--- src/rtl/mem_bus_arbiter.sv ---
// rtl/mem_bus_arbiter.sv - two-requester round-robin arbiter and sequencer for the memory bus
// Grants one requester, holds READ/WRITE for MEM_LATENCY cycles, then pulses DONE with read data.
module mem_bus_arbiter #(
  parameter int DATA_WIDTH  = 32,
  parameter int ADDR_WIDTH  = 26,
  parameter int MEM_LATENCY = 2
) (
  input  logic                  CLK,
  input  logic                  RST,
  input  logic                  REQ0,
  input  logic                  REQ1,
  input  logic                  WE0,
  input  logic                  WE1,
  input  logic [ADDR_WIDTH-1:0] ADDR0,
  input  logic [ADDR_WIDTH-1:0] ADDR1,
  input  logic [DATA_WIDTH-1:0] WDATA0,
  input  logic [DATA_WIDTH-1:0] WDATA1,
  output logic                  GNT0,
  output logic                  GNT1,
  output logic                  DONE0,
  output logic                  DONE1,
  output logic [DATA_WIDTH-1:0] RDATA,
  output logic                  BUSY,
  output logic [ADDR_WIDTH-1:0] MEM_ADDR,
  output logic                  MEM_READ,
  output logic                  MEM_WRITE,
  output logic [DATA_WIDTH-1:0] MEM_WDATA,
  input  logic [DATA_WIDTH-1:0] MEM_RDATA
);

  typedef enum logic [1:0] {IDLE, ACCESS, COMPLETE} state_t;

  localparam logic [3:0] CNT_INIT = 4'(MEM_LATENCY - 1);

  state_t                state_q, state_d;
  logic [3:0]            cnt_q, cnt_d;
  logic                  owner_q, owner_d;
  logic                  last_q, last_d;
  logic                  gnt0_q, gnt0_d, gnt1_q, gnt1_d;
  logic                  done0_q, done0_d, done1_q, done1_d;
  logic                  busy_q, busy_d;
  logic                  mem_read_q, mem_read_d, mem_write_q, mem_write_d;
  logic [ADDR_WIDTH-1:0] mem_addr_q, mem_addr_d;
  logic [DATA_WIDTH-1:0] mem_wdata_q, mem_wdata_d;
  logic [DATA_WIDTH-1:0] rdata_q, rdata_d;

  logic                  win;
  logic                  win_we;
  logic [ADDR_WIDTH-1:0] win_addr;
  logic [DATA_WIDTH-1:0] win_wdata;

  // On a tie the requester that was not served last wins.
  assign win       = (REQ0 & REQ1) ? ~last_q : REQ1;
  assign win_we    = win ? WE1 : WE0;
  assign win_addr  = win ? ADDR1 : ADDR0;
  assign win_wdata = win ? WDATA1 : WDATA0;

  always_comb begin
    state_d     = state_q;
    cnt_d       = cnt_q;
    owner_d     = owner_q;
    last_d      = last_q;
    gnt0_d      = 1'b0;
    gnt1_d      = 1'b0;
    done0_d     = 1'b0;
    done1_d     = 1'b0;
    mem_read_d  = mem_read_q;
    mem_write_d = mem_write_q;
    mem_addr_d  = mem_addr_q;
    mem_wdata_d = mem_wdata_q;
    rdata_d     = rdata_q;
    case (state_q)
      IDLE: begin
        if (REQ0 | REQ1) begin
          owner_d     = win;
          last_d      = win;
          gnt0_d      = ~win;
          gnt1_d      = win;
          mem_addr_d  = win_addr;
          mem_read_d  = ~win_we;
          mem_write_d = win_we;
          mem_wdata_d = win_we ? win_wdata : '0;
          cnt_d       = CNT_INIT;
          state_d     = ACCESS;
        end
      end
      ACCESS: begin
        if (cnt_q == 4'd0) begin
          if (mem_read_q) rdata_d = MEM_RDATA;
          mem_read_d  = 1'b0;
          mem_write_d = 1'b0;
          mem_wdata_d = '0;
          done0_d     = ~owner_q;
          done1_d     = owner_q;
          state_d     = COMPLETE;
        end else begin
          cnt_d = cnt_q - 4'd1;
        end
      end
      default: state_d = IDLE;
    endcase
    busy_d = (state_d != IDLE);
  end

  always_ff @(posedge CLK or posedge RST) begin
    if (RST) begin
      state_q     <= IDLE;
      cnt_q       <= 4'd0;
      owner_q     <= 1'b0;
      last_q      <= 1'b1;
      gnt0_q      <= 1'b0;
      gnt1_q      <= 1'b0;
      done0_q     <= 1'b0;
      done1_q     <= 1'b0;
      busy_q      <= 1'b0;
      mem_read_q  <= 1'b0;
      mem_write_q <= 1'b0;
      mem_addr_q  <= '0;
      mem_wdata_q <= '0;
      rdata_q     <= '0;
    end else begin
      state_q     <= state_d;
      cnt_q       <= cnt_d;
      owner_q     <= owner_d;
      last_q      <= last_d;
      gnt0_q      <= gnt0_d;
      gnt1_q      <= gnt1_d;
      done0_q     <= done0_d;
      done1_q     <= done1_d;
      busy_q      <= busy_d;
      mem_read_q  <= mem_read_d;
      mem_write_q <= mem_write_d;
      mem_addr_q  <= mem_addr_d;
      mem_wdata_q <= mem_wdata_d;
      rdata_q     <= rdata_d;
    end
  end

  assign GNT0      = gnt0_q;
  assign GNT1      = gnt1_q;
  assign DONE0     = done0_q;
  assign DONE1     = done1_q;
  assign BUSY      = busy_q;
  assign RDATA     = rdata_q;
  assign MEM_ADDR  = mem_addr_q;
  assign MEM_READ  = mem_read_q;
  assign MEM_WRITE = mem_write_q;
  assign MEM_WDATA = mem_wdata_q;

endmodule

--- config.mk ---
export PLATFORM = sky130hd
export DESIGN_NAME = mem_bus_arbiter
export DESIGN_NICKNAME = d
export VERILOG_FILES = /design/src/rtl/mem_bus_arbiter.sv
export SDC_FILE = /design/constraint.sdc
export NUM_CORES = 1
export LEC_CHECK = 0
export BUFFER_PORTS_ARGS = -buffer_cell sky130_fd_sc_hd__buf_2
export CORE_MARGIN = 2
export CORE_UTILIZATION = 49
export DETAILED_ROUTE_END_ITERATION = 10
export PLACE_DENSITY_LB_ADDON = 0.2
export SYNTH_ARGS = -nofsm -noshare
export SYNTH_HDL_FRONTEND = slang
export SYNTH_SLANG_ARGS = --single-unit
--- constraint.sdc ---
create_clock -name CLK -period 8.5 [get_ports CLK]
set_input_delay 0.85 -clock CLK [delete_from_list [all_inputs] [get_ports CLK]]
set_output_delay 0.85 -clock CLK [all_outputs]
set_load 0.005 [all_outputs]
== Yosys cells after proc, flatten, opt, wreduce, memory -nomap -nowiden ==
Cells that the tools add are included.
Storage, ports and cells
  bits in registers: 105
  input bits: 154
  output and inout port bits: 97
  logic and storage cells: 60
Operators by class
  equal/unequal tests: 4
  mux-type cells: 27
  reduce and logical (&&, ||, !) cells: 8
  bitwise logic cells: 6
  add/sub/neg operators: 1
Operator list (number)
  32-bit 2-to-1 mux: 4
  32-bit case mux with 2 select lines: 1
  26-bit 2-to-1 mux: 1
  1-bit 2-to-1 mux: 13
  3-bit AND reduction: 3
  4-bit 2-to-1 mux: 2
  4-bit case mux with 2 select lines: 1
  2-bit inequality test (second input constant): 3
  4-bit zero test: 1
  2-bit 2-to-1 mux: 2
  1-bit inverter: 4
  1-bit case mux with 2 select lines: 2
  2-bit case mux with 2 select lines: 1
  2-bit nonzero test: 2
  4-bit by 1-bit subtractor with 4-bit output (second input constant): 1
  2-bit by 1-bit equality test with 1-bit output (second input constant): 1
  2-bit zero test: 1
  2-bit AND reduction: 1
  1-bit AND: 1
  1-bit OR: 1

== Logic depth before layout (Yosys ltp) ==
  word-level depth: 6
  mapped depth: 8
  mapped depth without buffers: 6

== Worst setup path after synthesis ==
OpenSTA, ideal clock, no wires.
  kind: input -> register
  start: input port REQ1
  end: register mem_addr_q[0], in the netlist MEM_ADDR[0]
  data required time: 8.435 ns
  path slack: 6.629 ns
  stages on the path: 6
  arrival time: 1.806 ns
  buffers on the path: 2
  path through: a21bo_2 buf_2 nor3_4 buf_4 a22oi_1 nand2_1
On the way
  longest elaborated chain between the ends: 3
  elaborated cells on any way between the ends: 5
  those cells by class: mux: 2; bitwise: 2; reduce/logical: 1
Ends and longest elaborated chain
  start, declared: line 11  | input logic REQ1,
  1-bit AND: line 53  | assign win = (REQ0 & REQ1) ? ~last_q : REQ1;
  1-bit 2-to-1 mux: line 53
  26-bit 2-to-1 mux: line 55  | assign win_addr = win ? ADDR1 : ADDR0;
  end signal, assigned: line 133  | mem_addr_q <= mem_addr_d;
  end, declared: line 43  | logic [ADDR_WIDTH-1:0] mem_addr_q, mem_addr_d;
Several ways; a longest one is shown, not always the timed one.
A chain may end at the register's enable or synchronous reset.

== Worst setup path in the final report ==
  start: input port REQ1
  end: register mem_wdata_q[27], in the netlist MEM_WDATA[27]
On the way
  longest elaborated chain between the ends: 6
  elaborated cells on any way between the ends: 10
  those cells by class: eq/ne: 1; mux: 6; bitwise: 2; reduce/logical: 1
Ends and longest elaborated chain
  1-bit AND: line 53
  1-bit 2-to-1 mux: line 53
  32-bit 2-to-1 mux / 1-bit 2-to-1 mux (equally long branches): line 56, 54
  32-bit 2-to-1 mux: line 82  | mem_wdata_d = win_we ? win_wdata : '0;
  32-bit 2-to-1 mux: line 74  | if (REQ0 | REQ1) begin
  32-bit case mux with 2 select lines: line 72  | case (state_q)
  end signal, assigned: line 134  | mem_wdata_q <= mem_wdata_d;
  end, declared: line 44  | logic [DATA_WIDTH-1:0] mem_wdata_q, mem_wdata_d;
Several ways; a longest one is shown, not always the timed one. The select of a mux whose other input is x is not followed.

==> impl_metrics.json <==
{
  "grt_pass1_vias": 3828,
  "ys_seq_area_share_pct": 54.7,
  "synth_cell_types": 41,
  "maxCapViolations": 0,
  "power_density_mw_per_mm2": 324,
  "finalNetCount": 813,
  "switchingPower_w": 0.000708,
  "arrival_ns": 2.56,
  "cp-start-kind": "input port",
  "vdd_drop_max_mv": 0.153,
  "n_antenna_cell": 0,
  "drtIter0Drc": 107,
  "nFillCells": 845,
  "avgSynthCellArea_um2": 11.1,
  "placed_area_mm2": 0.00599,
  "hpwl_um": 8920,
  "critPathCaptureType": "register",
  "cts_tree": "done",
  "seq_power_share_pct": 42.7,
  "worstReg2RegStart": "cnt_q[0]$_DFFE_PP0P_",
  "dieArea_mm2": 0.0106,
  "setup-tns-final_ns": 0,
  "cts_sinks": 105,
  "rsz0062_at_grt": "no",
  "yosysMostFrequentCell": "dfrtp_1",
  "p_total_w": 0.00201,
  "drive_gt1_share_pct": 47.5,
  "dr_total_vias": 4148,
  "gr-total-overflow": 0,
  "cp_slowest_cell": "or3_2",
  "syn_inst": 432,
  "start_util_pct": 49.8,
  "stdcell_count": 796,
  "synthArstFlopShare_pct": 100,
  "drc": 0,
  "drt_pre_antenna_iters": 4,
  "gp_congestion": 0.804,
  "cts_setup_buffers": 0,
  "port_buffers": 250,
  "chipWidth_um": 103,
  "slowest_delay_ns": 0.55,
  "viasPerCell": 5.21,
  "power.internal_w": 0.00130,
  "min_path_type": "input port to asynchronous set/reset pin",
  "cp_max_fo": 51,
  "worst_pin_slew_ns": 1.19,
  "fp.dieH_um": 103,
  "p_clk_share_pct": 15.7,
  "combPwrFrac_pct": 41.6,
  "final_area_mm2": 0.00620,
  "syn_nets": 587,
  "groute.usage.overall_pct": 22.0,
  "power.leakage_nw": 3.40,
  "netlist.area_leader.share_pct": 54.2,
  "io_pins": 251,
  "routed_wl_um": 12300,
  "clockBufferDepth": 2,
  "setup_violations": 0,
  "yosys-top-cells-count": "104 x dfrtp_1, 88 x nand2_1, 42 x a31oi_1",
  "clk_pin_slew_worst_paths_ns": 0.10,
  "cts_hold_buffers": 0,
  "rows": 36,
  "synth_flop_cell": "dfrtp_1",
  "ys_warn_count": 0,
  "core_region_area_mm2": 0.00964,
  "root_buffer": "clkbuf_8",
  "cts-resized-gates": 0,
  "ant_nets": 0,
  "worstSkewPairLatency_ns": 0.35,
  "slew_headroom_pct": 20.1,
  "fin_crit_sh_pct": 27.1,
  "grt_max_degree": 88,
  "netlist_area_mm2": 0.00480,
  "avgRoutedWirePerCell_um": 15.4,
  "outcome": "completed",
  "crit_type": "input port to register",
  "antenna_found_initial": 0,
  "grt_pass1_wl_um": 18200,
  "synth.largest_area_cell": "dfrtp_1",
  "cts_max_level": 3,
  "syn2layout_area_growth_pct": 29.0,
  "fmax_ghz": 0.435,
  "rrSetupSlack_ns": 6.30,
  "worstRegToRegCells": 6,
  "swShare_pct": 35.2,
  "path_cells": "buf_2, nor2_1, or3_2, buf_4, nand2_1, o22ai_1",
  "r2r-end": "RDATA[11]$_DFFE_PP0P_",
  "dpl.cell_count": 780,
  "fin_crit_ns": 2.30,
  "yosys_register_bits": 105,
  "slew_violations": 0,
  "post-route-util_pct": 64.3,
  "synth_edf_count": 0,
  "crit_required_ns": 8.76,
  "synth_area_leaders": "dfrtp_1 54%, mux2_4 9.4%, nand2_1 6.9%",
  "hold_viol": 0,
  "cts_buffers": 9,
  "skew_ns": 0.0153
}
[layout by cell type, fill, tap and decap left out, types with 2 or more instances in the layout]
cell	netlist	layout
and3_1	32	32
inv_1	5	4
nand2_1	88	88
buf_2	5	250
buf_4	3	4
a22oi_1	16	16
clkinv_4	0	2
clkbuf_8	0	10
nor2_1	12	12
mux2_2	3	3
o22ai_1	34	34
mux2_4	30	30
o21ai_0	2	2
a21o_1	2	2
nor3_1	3	2
a31oi_1	42	42
dfrtp_1	104	104
[power groups by stage]
stage	clock (W)	combinational (W)	sequential, W
6_report	0.000315	0.000837	0.000858
5_1_grt	0.000342	0.000934	0.000886
4_1_cts	0.000322	0.000850	0.000859
3_5_place_dp	0	0.000849	0.000866
3_3_place_gp	0	0.000825	0.000859
2_1_floorplan	0	0.000534	0.000871
[layout make-up]
| cell class | instances | area (um2) | area share (%) |
|---|---|---|---|
| Timing Repair Buffer | 254 | 1280 | 20.7 |
| Tap cell | 133 | 166 | 2.68 |
| Multi-Input combinational cell | 283 | 1900 | 30.6 |
| Clock buffer | 11 | 141 | 2.28 |
| Sequential cell | 105 | 2630 | 42.4 |
| Clock inverter | 5 | 63.8 | 1.03 |
| Inverter | 5 | 21.3 | 0.343 |
[worst max-delay path by stage]
stage / start / to / slack, ns / cells after the start
floorplan: RST / BUSY$_DFF_PP0_ / 4.89 / 1
global placement: REQ1 / MEM_READ$_DFFE_PP0P_ / 5.89 / 6
detailed placement: REQ1 / MEM_WDATA[27]$_DFFE_PP0P_ / 5.82 / 6
CTS: REQ1 / MEM_WDATA[27]$_DFFE_PP0P_ / 6.19 / 6
global route: REQ1 / MEM_WDATA[27]$_DFFE_PP0P_ / 5.99 / 6
finish: REQ1 / MEM_WDATA[27]$_DFFE_PP0P_ / 6.20 / 6
[critical path, delay by kind of cell]
family,cells,cell delay [ns]
simple gates,3,0.88
buf+inv,2,0.64
compound gates,1,0.16
[cells by family after synthesis]
kind of cell | synth area share [%]
AO/OA/AOI/OAI | 13.8
multiplexers | 10.3
AND/OR/NAND/NOR | 14.9
buffers and inverters | 6.02
flip-flops | 54.7
adder cells (fa/ha/maj) | 0.260
[flip-flops by register name, indices dropped and copies added, names as in the netlist, 2 cells and up]
signal,cells
cnt_q,4
MEM_ADDR,26
MEM_WDATA,32
RDATA,32
state_q,2
[per-layer routing]
metal | up-vias | routed length [um] | track usage (%)
met1 | 1938 | 5150 | 28.4
met4 | 0 | 197 | 8.81
li1 | 2002 | - | -
met2 | 190 | 5910 | 36.1
met3 | 18 | 1010 | 4.75
met5 | - | 0 | 0
[metrics by stage]
step	setup WS [ns]	hold slack, ns
after floorplan	4.89	0.417
after global placement	5.89	0.436
after detailed placement	5.82	0.446
after CTS	6.19	0.396
after global routing	5.99	0.409
final	6.20	0.409
Note: power is estimated with default switching activity, not from simulation.
